--- src/rtl/seg7_scan_capture.sv ---
// seg7_scan_capture: samples a multiplexed 7-segment scan, debounces
// whole frames and offers stable BCD words on a valid/ready port.
module seg7_scan_capture #(
  parameter int unsigned STABLE_FRAMES = 3
) (
  input  logic        CLK,
  input  logic        RST,
  input  logic [3:0]  DIG,
  input  logic [6:0]  SEG,
  input  logic        OUT_READY,
  output logic        OUT_VALID,
  output logic [15:0] BCD,
  output logic [3:0]  BLANK,
  output logic        ERR
);
  typedef enum logic {COLLECT, PRESENT} state_t;

  localparam logic [3:0] SF = 4'(STABLE_FRAMES);

  state_t      state_q, state_d;
  logic [3:0]  dig_r, dig_p1, dig_p2;
  logic [6:0]  seg_r;
  logic [15:0] nib_q, snap_nib, last_nib;
  logic [3:0]  blk_q, inv_q, mask_q;
  logic [3:0]  snap_blk, last_blk, cnt_q;
  logic        delivered;
  logic        onehot, cap, done, bad, same;
  logic        qualify, load, accept;
  logic [3:0]  dec_nib;
  logic        dec_blk, dec_inv;

  assign onehot = (dig_r != 4'd0) &&
                  ((dig_r & (dig_r - 4'd1)) == 4'd0);
  // second stable cycle of a fresh activation
  assign cap  = onehot && (dig_r == dig_p1) &&
                (dig_p1 != dig_p2);
  assign done = (mask_q == 4'hF);
  assign bad  = |inv_q;
  assign same = ({nib_q, blk_q} == {snap_nib, snap_blk});
  assign qualify = (cnt_q >= SF) &&
                   (({snap_nib, snap_blk} !=
                     {last_nib, last_blk}) || !delivered);

  always_comb begin
    dec_nib = 4'hF;
    dec_blk = 1'b0;
    dec_inv = 1'b0;
    unique case (seg_r)
      7'h7E:        dec_nib = 4'd0;
      7'h30:        dec_nib = 4'd1;
      7'h6D:        dec_nib = 4'd2;
      7'h79:        dec_nib = 4'd3;
      7'h33:        dec_nib = 4'd4;
      7'h5B:        dec_nib = 4'd5;
      7'h5F, 7'h1F: dec_nib = 4'd6;
      7'h70, 7'h72: dec_nib = 4'd7;
      7'h7F:        dec_nib = 4'd8;
      7'h7B, 7'h73: dec_nib = 4'd9;
      7'h00: begin
        dec_nib = 4'd0;
        dec_blk = 1'b1;
      end
      default:      dec_inv = 1'b1;
    endcase
  end

  always_ff @(posedge CLK or posedge RST) begin
    if (RST) begin
      dig_r  <= '0;
      seg_r  <= '0;
      dig_p1 <= '0;
      dig_p2 <= '0;
    end else begin
      dig_r  <= DIG;
      seg_r  <= SEG;
      dig_p1 <= dig_r;
      dig_p2 <= dig_p1;
    end
  end

  // a capture on the completion edge opens the next frame
  always_ff @(posedge CLK or posedge RST) begin
    if (RST) begin
      nib_q  <= '0;
      blk_q  <= '0;
      inv_q  <= '0;
      mask_q <= '0;
    end else begin
      if (cap) begin
        for (int i = 0; i < 4; i++) begin
          if (dig_r[i]) begin
            nib_q[4*i +: 4] <= dec_nib;
            blk_q[i]        <= dec_blk;
            inv_q[i]        <= dec_inv;
          end
        end
      end
      if (done)
        mask_q <= cap ? dig_r : 4'd0;
      else if (cap)
        mask_q <= mask_q | dig_r;
    end
  end

  always_ff @(posedge CLK or posedge RST) begin
    if (RST) begin
      snap_nib <= '0;
      snap_blk <= '0;
      cnt_q    <= '0;
      ERR      <= 1'b0;
    end else begin
      ERR <= done && bad;
      if (done) begin
        if (bad) begin
          cnt_q <= 4'd0;
        end else if (same) begin
          if (cnt_q != 4'hF)
            cnt_q <= cnt_q + 4'd1;
        end else begin
          snap_nib <= nib_q;
          snap_blk <= blk_q;
          cnt_q    <= 4'd1;
        end
      end
    end
  end

  always_ff @(posedge CLK or posedge RST) begin
    if (RST) state_q <= COLLECT;
    else     state_q <= state_d;
  end

  always_comb begin
    state_d = state_q;
    load    = 1'b0;
    accept  = 1'b0;
    unique case (state_q)
      COLLECT:
        if (qualify) begin
          load    = 1'b1;
          state_d = PRESENT;
        end
      PRESENT:
        if (OUT_READY) begin
          accept  = 1'b1;
          state_d = COLLECT;
        end
    endcase
  end

  always_ff @(posedge CLK or posedge RST) begin
    if (RST) begin
      OUT_VALID <= 1'b0;
      BCD       <= '0;
      BLANK     <= '0;
      last_nib  <= '0;
      last_blk  <= '0;
      delivered <= 1'b0;
    end else if (load) begin
      OUT_VALID <= 1'b1;
      BCD       <= snap_nib;
      BLANK     <= snap_blk;
    end else if (accept) begin
      OUT_VALID <= 1'b0;
      last_nib  <= BCD;
      last_blk  <= BLANK;
      delivered <= 1'b1;
    end
  end

endmodule

--- config.mk ---
export PLATFORM = sky130hd
export DESIGN_NAME = seg7_scan_capture
export DESIGN_NICKNAME = d
export VERILOG_FILES = /design/src/rtl/seg7_scan_capture.sv
export SDC_FILE = /design/constraint.sdc
export NUM_CORES = 1
export LEC_CHECK = 0
export ABC_CLOCK_PERIOD_IN_PS = 6500
export CORE_MARGIN = 4
export CORE_UTILIZATION = 55
export DETAILED_ROUTE_END_ITERATION = 7
export GPL_TIMING_DRIVEN = 1
export PLACE_DENSITY = 0.8
export SKIP_LAST_GASP = 1
export SYNTH_ARGS = -nofsm -noshare
export SYNTH_HDL_FRONTEND = slang
export SYNTH_SLANG_ARGS = --single-unit
--- constraint.sdc ---
create_clock -name CLK -period 6.5 [get_ports CLK]
set_input_delay 1.3 -clock CLK [delete_from_list [all_inputs] [get_ports CLK]]
set_output_delay 1.3 -clock CLK [all_outputs]
set_load 0.05 [all_outputs]
==> results.ini, run 1 <==
[outcome]
status = completed

[worst_setup_path]
timing.critical_path.to = BLANK[1]
worstRegToRegCells = 4
reg2reg_to = snap_nib[12]$_DFFE_PP0P_
crit_family = buffers and inverters
path_buf_inv = 1
arrival_ns = 1.72
worstPathMaxFanout = 3
r2r-start = inv_q[3]$_DFFE_PP0P_
cp_data_required_time_ns = 5.20
cp-start-kind = register
crit_path_start = BLANK[1]$_DFFE_PP0P_
r2r_setup_slack_ns = 3.86
critical_path_class = reg -> out
slowest_delay_ns = 0.82
worstPathCellList = clkdlybuf4s50_1
cp-end-kind = output port
crit_cells = 1
slowest_stage = clkdlybuf4s50_1

[global_route]
grt_util_all_layers = 0.197
gr-total-overflow = 0
antenna_found_initial = 0
grt_pass1_vias = 3167
grt_max_degree = 60
grt_pass1_wl_um = 15700

[final_layout]
final_cell_mix = dfrtp_1 (115), mux2_2 (54), xnor2_1 (37)
syn_to_final_growth_pct = 19.7
fin_cells = 528
fillCellCount = 626
layout.nets = 422
mostFrequentLayoutCell = dfrtp_1
diodes = 0
drive_above_1_share = 0.243

[die]
die_area_um2 = 10600
fp-row-count = 34
initial_core_util = 0.568
core_area_um2 = 8760
die_w_um = 103
die_h_um = 103
io_pins = 36

[clocking]
cts_buffers = 17
cts_tree = done
cts_buffer_depth = 2
htreeDepth = 4
hold_buffers = 0
path_clk_slew_ns = 0.06
clk_latency_ns = 0.51
cts.sinks = 115
cts_resized = 0
cts_root_buf = clkbuf_8
post-cts-setup-buffers = 0

[timing]
hold_slack_ns = 0.452
setup_ws_ns = 3.48
slew_headroom = 0.257
min_period_ns = 3.02
slew_violations = 0
fin_skew_ns = 0.00855
hold_viol = 0
fmax_ghz = 0.331
period_share = 0.465
tightest_slew_ns = 1.12
finalSetupTns_ns = 0
rsz0062_at_grt = no
setup_viol = 0

[logic_synthesis]
synthSimpleGateAreaFrac = 0.0827
synth_top_family_by_area = multiplexers
ys_seq_area_frac = 0.578
syn_inst = 364
syn_area_um2 = 4980
ys_ff_latch = 115
synthDistinctLibCells = 49
synth.area.top_cells = dfrtp_1 (58%), mux2_2 (12%), xnor2_1 (6.5%)
synth-xor-area-share = 0.0809
ys_warn_count = 0
synth_nets = 379
synth_compound_area_frac = 0.0430
synth_fa_ha_area_frac = 0.00251
syn_area_per_cell_um2 = 13.7
netlist.area_leader.share = 0.578
yosys.area.top_type = dfrtp_1
muxShareOfSynthArea = 0.194
synth-edff-count = 0
async_flop_share = 1.00
ys_dominant_reg_cell = dfrtp_1

[detailed_routing]
drtAntennaViolNets = 0
drt_iter0_drc = 90
post_drt_wl_per_cell_um = 17.5
vias_per_cell = 5.69
drt-pass1-iter-count = 4
drc = 0
vias = 3006
finalWirelength_um = 9270

[pwr]
power_density_nw_per_um2 = 324
leakage_nw = 2.74
peakVddDrop_mv = 0.256

[placement]
gp_congestion = 0.776
dp_hpwl_um = 6340
portBuffers = 35
dp_slack_ns = 3.45
place_inst = 496

[flow_run]
cap_violations = 0

[min_path]
hold_class = reg -> reg

[layer usage]
| metal | GRT usage | routed length [µm] | up-vias |
|---|---|---|---|
| met5 | 0 | 0 | - |
| met4 | 0.0627 | 99 | 0 |
| met3 | 0.0555 | 386 | 12 |
| met2 | 0.333 | 4670 | 67 |
| met1 | 0.246 | 4110 | 1534 |
| li1 | - | - | 1393 |
[metrics by stage]
stage | utilization | power, mW | area [µm²]
2_1_floorplan | - | 1.05 | 4980
3_3_place_gp | 0.619 | 1.11 | 5420
3_5_place_dp | 0.619 | 1.12 | 5420
4_1_cts | 0.680 | 1.95 | 5960
5_1_grt | 0.680 | 2.02 | 5960
6_report | 0.680 | 1.93 | 5960
[how the worst min path moves through the flow]
stage / cells after the start / start / to
2_1_floorplan: 0 / dig_p1[2]$_DFF_PP0_ / dig_p2[2]$_DFF_PP0_
3_3_place_gp: 0 / dig_p1[2]$_DFF_PP0_ / dig_p2[2]$_DFF_PP0_
3_5_place_dp: 0 / dig_p1[3]$_DFF_PP0_ / dig_p2[3]$_DFF_PP0_
4_1_cts: 0 / dig_p1[1]$_DFF_PP0_ / dig_p2[1]$_DFF_PP0_
5_1_grt: 0 / dig_p1[1]$_DFF_PP0_ / dig_p2[1]$_DFF_PP0_
6_report: 0 / dig_p1[2]$_DFF_PP0_ / dig_p2[2]$_DFF_PP0_
[state kept, by name, summed over array words and instances, names as in the netlist]
signal	count
ERR	1
dig_p2	4
blk_q	4
state_q	1
BLANK	4
delivered	1
last_blk	4
inv_q	4
mask_q	4
dig_p1	4
dig_r	4
OUT_VALID	1
snap_nib	16
last_nib	16
BCD	16
snap_blk	4
seg_r	7
nib_q	16
cnt_q	4
[power by group]
part	switching, mW	total [mW]	internal (mW)
combinational	0.0947	0.221	0.126
clock	0.303	0.817	0.514
sequential	0.0919	0.893	0.802
total	0.490	1.93	1.44
[cells by family after synthesis]
kind of cell | count (synthesis)
AOI/OAI and AO/OA | 27
muxes | 84
buffers and inverters | 20
xor gates and xnor gates | 46
adders and majority gates | 1
DFF | 115
and+or+nand+nor | 71
[Yosys cell counts, types with 2 or more instances]
cell	n
nand2_1	14
buf_1	2
o21ai_1	2
nand3_1	4
xnor2_1	37
o21ai_0	3
clkbuf_1	4
dfrtp_1	115
xor2_1	9
buf_2	5
nor3_1	5
and2_1	3
nand3b_1	3
nor2_1	11
nand4_1	12
inv_1	7
nand2b_1	2
nand2_2	2
mux2_1	24
o22ai_1	3
o2111ai_1	2
nor4_1	4
mux2_2	54
a31oi_1	2
o31a_1	2
mux2_4	6
nor2b_1	3
a21o_1	3
[area by class of cell]
| type | instances | area (µm²) | area share |
|---|---|---|---|
| clock buffers | 23 | 487 | 0.0817 |
| inverters | 7 | 28.8 | 0.00483 |
| flip-flops and latches | 115 | 2880 | 0.483 |
| clock inverters | 9 | 53.8 | 0.00903 |
| multi-input cells | 229 | 2010 | 0.338 |
| repair buffers | 37 | 365 | 0.0613 |
| well taps | 108 | 135 | 0.0227 |
Note: power is estimated with default switching activity, not from simulation.
==> run 2, diff against run 1 <==
--- a/config.mk
+++ b/config.mk
@@ -5,7 +5,7 @@
 export SDC_FILE = /design/constraint.sdc
 export NUM_CORES = 1
 export LEC_CHECK = 0
-export ABC_CLOCK_PERIOD_IN_PS = 6500
+export ABC_CLOCK_PERIOD_IN_PS = 2900
 export CORE_MARGIN = 4
 export CORE_UTILIZATION = 55
 export DETAILED_ROUTE_END_ITERATION = 7
==> constraint.sdc (replaced) <==
create_clock -name CLK -period 2.9 [get_ports CLK]
set_input_delay 0.58 -clock CLK [delete_from_list [all_inputs] [get_ports CLK]]
set_output_delay 0.58 -clock CLK [all_outputs]
set_load 0.05 [all_outputs]
==> run 2 against run 1 <==
Against the previous run: cell count did not move; sequential share of layout area increased by 0.071 points; via count fell by 0.93%; critical path type unchanged; largest power group unchanged; highest routed layer unchanged.
==> results.ini, run 2 (synthesis results as in run 1) <==
[outcome]
status = completed

[clocking]
hold_buffers = 0  ; unchanged
cts.sinks = 115  ; unchanged
cts_root_buf = clkbuf_8
cts_buffer_depth = 2  ; unchanged
post-cts-setup-buffers = 0  ; unchanged
path_clk_slew_ns = 0.05  ; about the same
cts_tree = done
cts_resized = 0  ; unchanged
clk_latency_ns = 0.51  ; about the same
htreeDepth = 4  ; unchanged
cts_buffers = 17  ; unchanged

[global_route]
grt_max_degree = 97  ; +62%
grt_util_all_layers = 0.198  ; +0.000522
antenna_found_initial = 0  ; unchanged
gr-total-overflow = 0  ; unchanged
grt_pass1_vias = 3147  ; -0.63%
grt_pass1_wl_um = 15600  ; -0.44%

[worst_setup_path]
crit_family = buffers and inverters
cp_data_required_time_ns = 2.32  ; -2.88 ns
worstPathCellList = clkdlybuf4s50_1
cp-end-kind = output port
cp-start-kind = register
slowest_stage = clkdlybuf4s50_1
critical_path_class = reg -> out
arrival_ns = 1.71  ; about the same
slowest_delay_ns = 0.82  ; about the same
worstPathMaxFanout = 3  ; unchanged
path_buf_inv = 1  ; unchanged

[min_path]
hold_class = reg -> reg

[flow_run]
cap_violations = 0  ; unchanged

[placement]
dp_hpwl_um = 6320  ; -0.39%
portBuffers = 35  ; unchanged
place_inst = 499  ; +0.60%
gp_congestion = 0.782  ; +0.82%

[timing]
slew_headroom = 0.560  ; +0.303
hold_slack_ns = 0.449  ; -0.00257 ns
fmax_ghz = 0.436
setup_viol = 0  ; unchanged
min_period_ns = 2.29
tightest_slew_ns = 0.654  ; -0.461 ns
rsz0062_at_grt = no
hold_viol = 0  ; unchanged
slew_violations = 0  ; unchanged
period_share = 0.791
finalSetupTns_ns = 0  ; unchanged
fin_skew_ns = 0.00776  ; -0.000792 ns

[pwr]
peakVddDrop_mv = 0.483  ; +89%
power_density_nw_per_um2 = 713  ; +120%
totalPowerFinal_mw = 4.24  ; +120%
leakage_nw = 2.74  ; -0.18%

[detailed_routing]
vias = 2978  ; -0.93%
drtAntennaViolNets = 0  ; unchanged
finalWirelength_um = 9230  ; -0.42%
drt_iter0_drc = 142  ; +58%
drc = 0  ; unchanged
post_drt_wl_per_cell_um = 17.5  ; -0.42%
drt-pass1-iter-count = 4  ; unchanged
vias_per_cell = 5.64  ; -0.93%

[die]
die_area_um2 = 10600  ; unchanged
fp-row-count = 34  ; unchanged
core_area_um2 = 8760  ; unchanged
initial_core_util = 0.568  ; unchanged
io_pins = 36  ; unchanged
die_w_um = 103  ; unchanged
die_h_um = 103  ; unchanged

[final_layout]
syn_to_final_growth_pct = 19.5
fin_cells = 528  ; unchanged
diodes = 0  ; unchanged
final_cell_mix = dfrtp_1 (115), mux2_2 (54), xnor2_1 (37)
mostFrequentLayoutCell = dfrtp_1
layout.nets = 425  ; +0.71%
drive_above_1_share = 0.236  ; -0.00714
fin_util = 0.679  ; -0.00100

run 2: final timing paths:
path	start	end	slack, ns	cells after the start
worst min-delay path	dig_p1[2]$_DFF_PP0_	dig_p2[2]$_DFF_PP0_	0.45	0
min in group asynchronous	RST	seg_r[5]$_DFF_PP0_	0.49	3
worst max-delay path	BCD[10]$_DFFE_PP0P_	BCD[10]	0.61	1
max in group asynchronous	RST	snap_nib[0]$_DFFE_PP0P_	1.95	3
worst max register to register	dig_r[0]$_DFF_PP0_	nib_q[12]$_DFFE_PP0P_	0.66	5
worst min register to register	dig_p1[2]$_DFF_PP0_	dig_p2[2]$_DFF_PP0_	0.45	0
run 2: routing by layer:
layer	part of all wire	GRT usage	wire length, µm
met1	0.45	0.245	4130
met2	0.49	0.319	4530
met4	0.018	0.0837	166
met3	0.043	0.0643	396
met5	0	0	0
run 2: area by class of cell:
class,instances,area [µm²]
Sequential cell,115,2880
Multi-Input combinational cell,229,2010
Fill cell,615,2810
Inverter,7,30.0
Clock buffer,23,467
Timing Repair Buffer,40,400
Tap cell,108,135
Clock inverter,6,32.5
run 2: where the power goes:
| part | internal [mW] | switching [mW] | total [mW] |
|---|---|---|---|
| sequential | 1.80 | 0.210 | 2.01 |
| combinational | 0.287 | 0.206 | 0.493 |
| clock | 1.09 | 0.651 | 1.74 |
| total | 3.17 | 1.07 | 4.24 |
run 2: metrics by stage:
stage | setup WS, ns | area, µm²
2_1_floorplan | 0.890 | 4980
3_3_place_gp | 0.723 | 5450
3_5_place_dp | 0.678 | 5450
4_1_cts | 0.581 | 5950
5_1_grt | 0.531 | 5950
6_report | 0.607 | 5950
==> run 3, diff against run 2 <==
--- a/config.mk
+++ b/config.mk
@@ -5,12 +5,12 @@
 export SDC_FILE = /design/constraint.sdc
 export NUM_CORES = 1
 export LEC_CHECK = 0
-export ABC_CLOCK_PERIOD_IN_PS = 2900
+export ABC_CLOCK_PERIOD_IN_PS = 2100
 export CORE_MARGIN = 4
-export CORE_UTILIZATION = 55
+export CORE_UTILIZATION = 53
 export DETAILED_ROUTE_END_ITERATION = 7
 export GPL_TIMING_DRIVEN = 1
-export PLACE_DENSITY = 0.8
+export PLACE_DENSITY = 0.81
 export SKIP_LAST_GASP = 1
 export SYNTH_ARGS = -nofsm -noshare
 export SYNTH_HDL_FRONTEND = slang
==> constraint.sdc (replaced) <==
create_clock -name CLK -period 2.1 [get_ports CLK]
set_input_delay 0.42 -clock CLK [delete_from_list [all_inputs] [get_ports CLK]]
set_output_delay 0.42 -clock CLK [all_outputs]
set_load 0.05 [all_outputs]
==> run 3 against run 2 <==
Against the previous run: cell area increased by 5.6%; global-route usage increased by 0.14 points; power increased by 60%; critical path depth increased by 5; first-iteration DRC count increased by 20%; sequential share of layout area decreased by 2.6 points; clock skew increased by 0.0018 ns; die area increased by 3.5%; via count increased by 4.9%; sequential cell count unchanged; critical path type is now reg -> reg; critical endpoint is now BCD[0]$_DFFE_PP0P_.
==> results.ini, run 3 (synthesis results as in run 1) <==
[timing]
fmax_ghz = 0.483
finalSetupTns_ns = 0  ; unchanged
period_share = 0.987
setup_viol = 0  ; unchanged
slew_violations = 0  ; unchanged
hold_viol = 0  ; unchanged
min_period_ns = 2.07
slew_headroom = 0.640  ; +0.0799
fin_skew_ns = 0.00961  ; +0.00185 ns
rsz0062_at_grt = yes
setup_ws_ns = 0.0283  ; -0.579 ns
hold_slack_ns = 0.237  ; -0.212 ns
tightest_slew_ns = 0.535  ; -0.119 ns

[placement]
dp_slack_ns = 0.0880  ; -0.590 ns
portBuffers = 35  ; unchanged
gp_congestion = 0.767  ; -2.0%
dpl_cell_area_um2 = 5620  ; +3.1%
dp_hpwl_um = 6790  ; +7.4%
place_inst = 517  ; +3.6%

[die]
core_area_um2 = 9200  ; +4.9%
die_h_um = 105  ; +1.7%
die_w_um = 105  ; +1.7%
fp-row-count = 35  ; +2.9%
io_pins = 36  ; unchanged
initial_core_util = 0.541  ; -0.0268
die_area_um2 = 11000  ; +3.5%

[pwr]
power_density_nw_per_um2 = 1080  ; +52%
totalPowerFinal_mw = 6.79  ; +60%
leakage_nw = 3.02  ; +10%
peakVddDrop_mv = 0.632  ; +31%

[min_path]
hold_class = in -> async

[clocking]
cts.sinks = 115  ; unchanged
clk_latency_ns = 0.51  ; about the same
cts_buffers = 17  ; unchanged
path_clk_slew_ns = 0.06  ; about the same
htreeDepth = 4  ; unchanged
post-cts-setup-buffers = 0  ; unchanged
cts_root_buf = clkbuf_8
cts_tree = done
hold_buffers = 0  ; unchanged
cts_buffer_depth = 2  ; unchanged

[global_route]
grt_pass1_wl_um = 17000  ; +9.0%
grt_max_degree = 52  ; -46%
grt_pass1_vias = 3308  ; +5.1%
gr-total-overflow = 0  ; unchanged
grt_util_all_layers = 0.199  ; +0.00137
antenna_found_initial = 0  ; unchanged

[detailed_routing]
drtAntennaViolNets = 0  ; unchanged
finalWirelength_um = 10200  ; +10%
drc = 0  ; unchanged
vias = 3125  ; +4.9%
drt_iter0_drc = 170  ; +20%
drt-pass1-iter-count = 4  ; unchanged
vias_per_cell = 5.69  ; +0.92%
post_drt_wl_per_cell_um = 18.6  ; +6.2%

[final_layout]
diodes = 0  ; unchanged
layout.nets = 440  ; +3.5%
fin_cells = 549  ; +4.0%
drive_above_1_share = 0.276  ; +0.0405
stdcell_area_um2 = 6280  ; +5.6%
fin_util = 0.683  ; +0.00422
syn_to_final_growth_pct = 26.2
mostFrequentLayoutCell = dfrtp_1
final_cell_mix = dfrtp_1 (115), mux2_2 (54), xnor2_1 (37)

[flow_run]
cap_violations = 0  ; unchanged

[worst_setup_path]
slowest_stage = dfrtp_1
worstPathCellList = xnor2_1 > nand4_1 > nor4_2 > a211oi_2 > buf_4 > mux2_1
r2r_setup_slack_ns = 0.03  ; -0.63 ns
cp-end-kind = register
worstPathMaxFanout = 15  ; +12
reg2reg_to = BCD[0]$_DFFE_PP0P_
worstRegToRegCells = 6  ; +1
crit_family = simple AND/OR/NAND/NOR gates
arrival_ns = 2.46  ; +0.75 ns
slowest_delay_ns = 0.44  ; -0.38 ns
path_buf_inv = 1  ; unchanged
cp-start-kind = register
critical_path_class = reg -> reg
r2r-start = snap_nib[15]$_DFFE_PP0P_
cp_data_required_time_ns = 2.49  ; +0.17 ns

[outcome]
status = completed

[run 3: how the worst max path moves through the flow]
stage / startpoint / endpoint / slack, ns / cells past startpoint
6_report: snap_nib[15]$_DFFE_PP0P_ / BCD[0]$_DFFE_PP0P_ / 0.03 / 6
5_1_grt: snap_nib[6]$_DFFE_PP0P_ / BCD[0]$_DFFE_PP0P_ / -0.03 / 6
4_1_cts: dig_r[0]$_DFF_PP0_ / blk_q[2]$_DFFE_PP0P_ / 0.02 / 6
3_5_place_dp: dig_r[0]$_DFF_PP0_ / nib_q[12]$_DFFE_PP0P_ / 0.09 / 6
3_3_place_gp: dig_r[0]$_DFF_PP0_ / nib_q[15]$_DFFE_PP0P_ / 0.15 / 6
2_1_floorplan: dig_r[0]$_DFF_PP0_ / blk_q[3]$_DFFE_PP0P_ / 0.09 / 6
[run 3: layout make-up]
| cell class | count | area, µm² |
|---|---|---|
| timing repair buffer | 55 | 537 |
| clock buffer | 20 | 445 |
| tap | 111 | 139 |
| fill | 636 | 2910 |
| inverter | 7 | 30.0 |
| multi-input combinational | 229 | 2030 |
| sequential | 115 | 2880 |
| clock inverter | 12 | 226 |
[run 3: timing repair]
item,CTS,global route
gates resized for setup,22,3
setup endpoints to repair,22,14
hold endpoints to repair,0,0
gates cloned,0,0
[run 3: metal layers]
metal | share of wire | GRT usage
met1 | 0.41 | 0.248
met2 | 0.53 | 0.336
met3 | 0.045 | 0.0488
met4 | 0.015 | 0.0740
met5 | 0 | 0
[run 3: report_power, final]
group | internal (mW) | leakage, nW | switching [mW] | total (mW)
Sequential | 2.48 | 1.51 | 0.294 | 2.77
Combinational | 0.439 | 1.20 | 0.346 | 0.784
Clock | 2.23 | 0.322 | 1.00 | 3.24
Total | 5.15 | 3.02 | 1.64 | 6.79
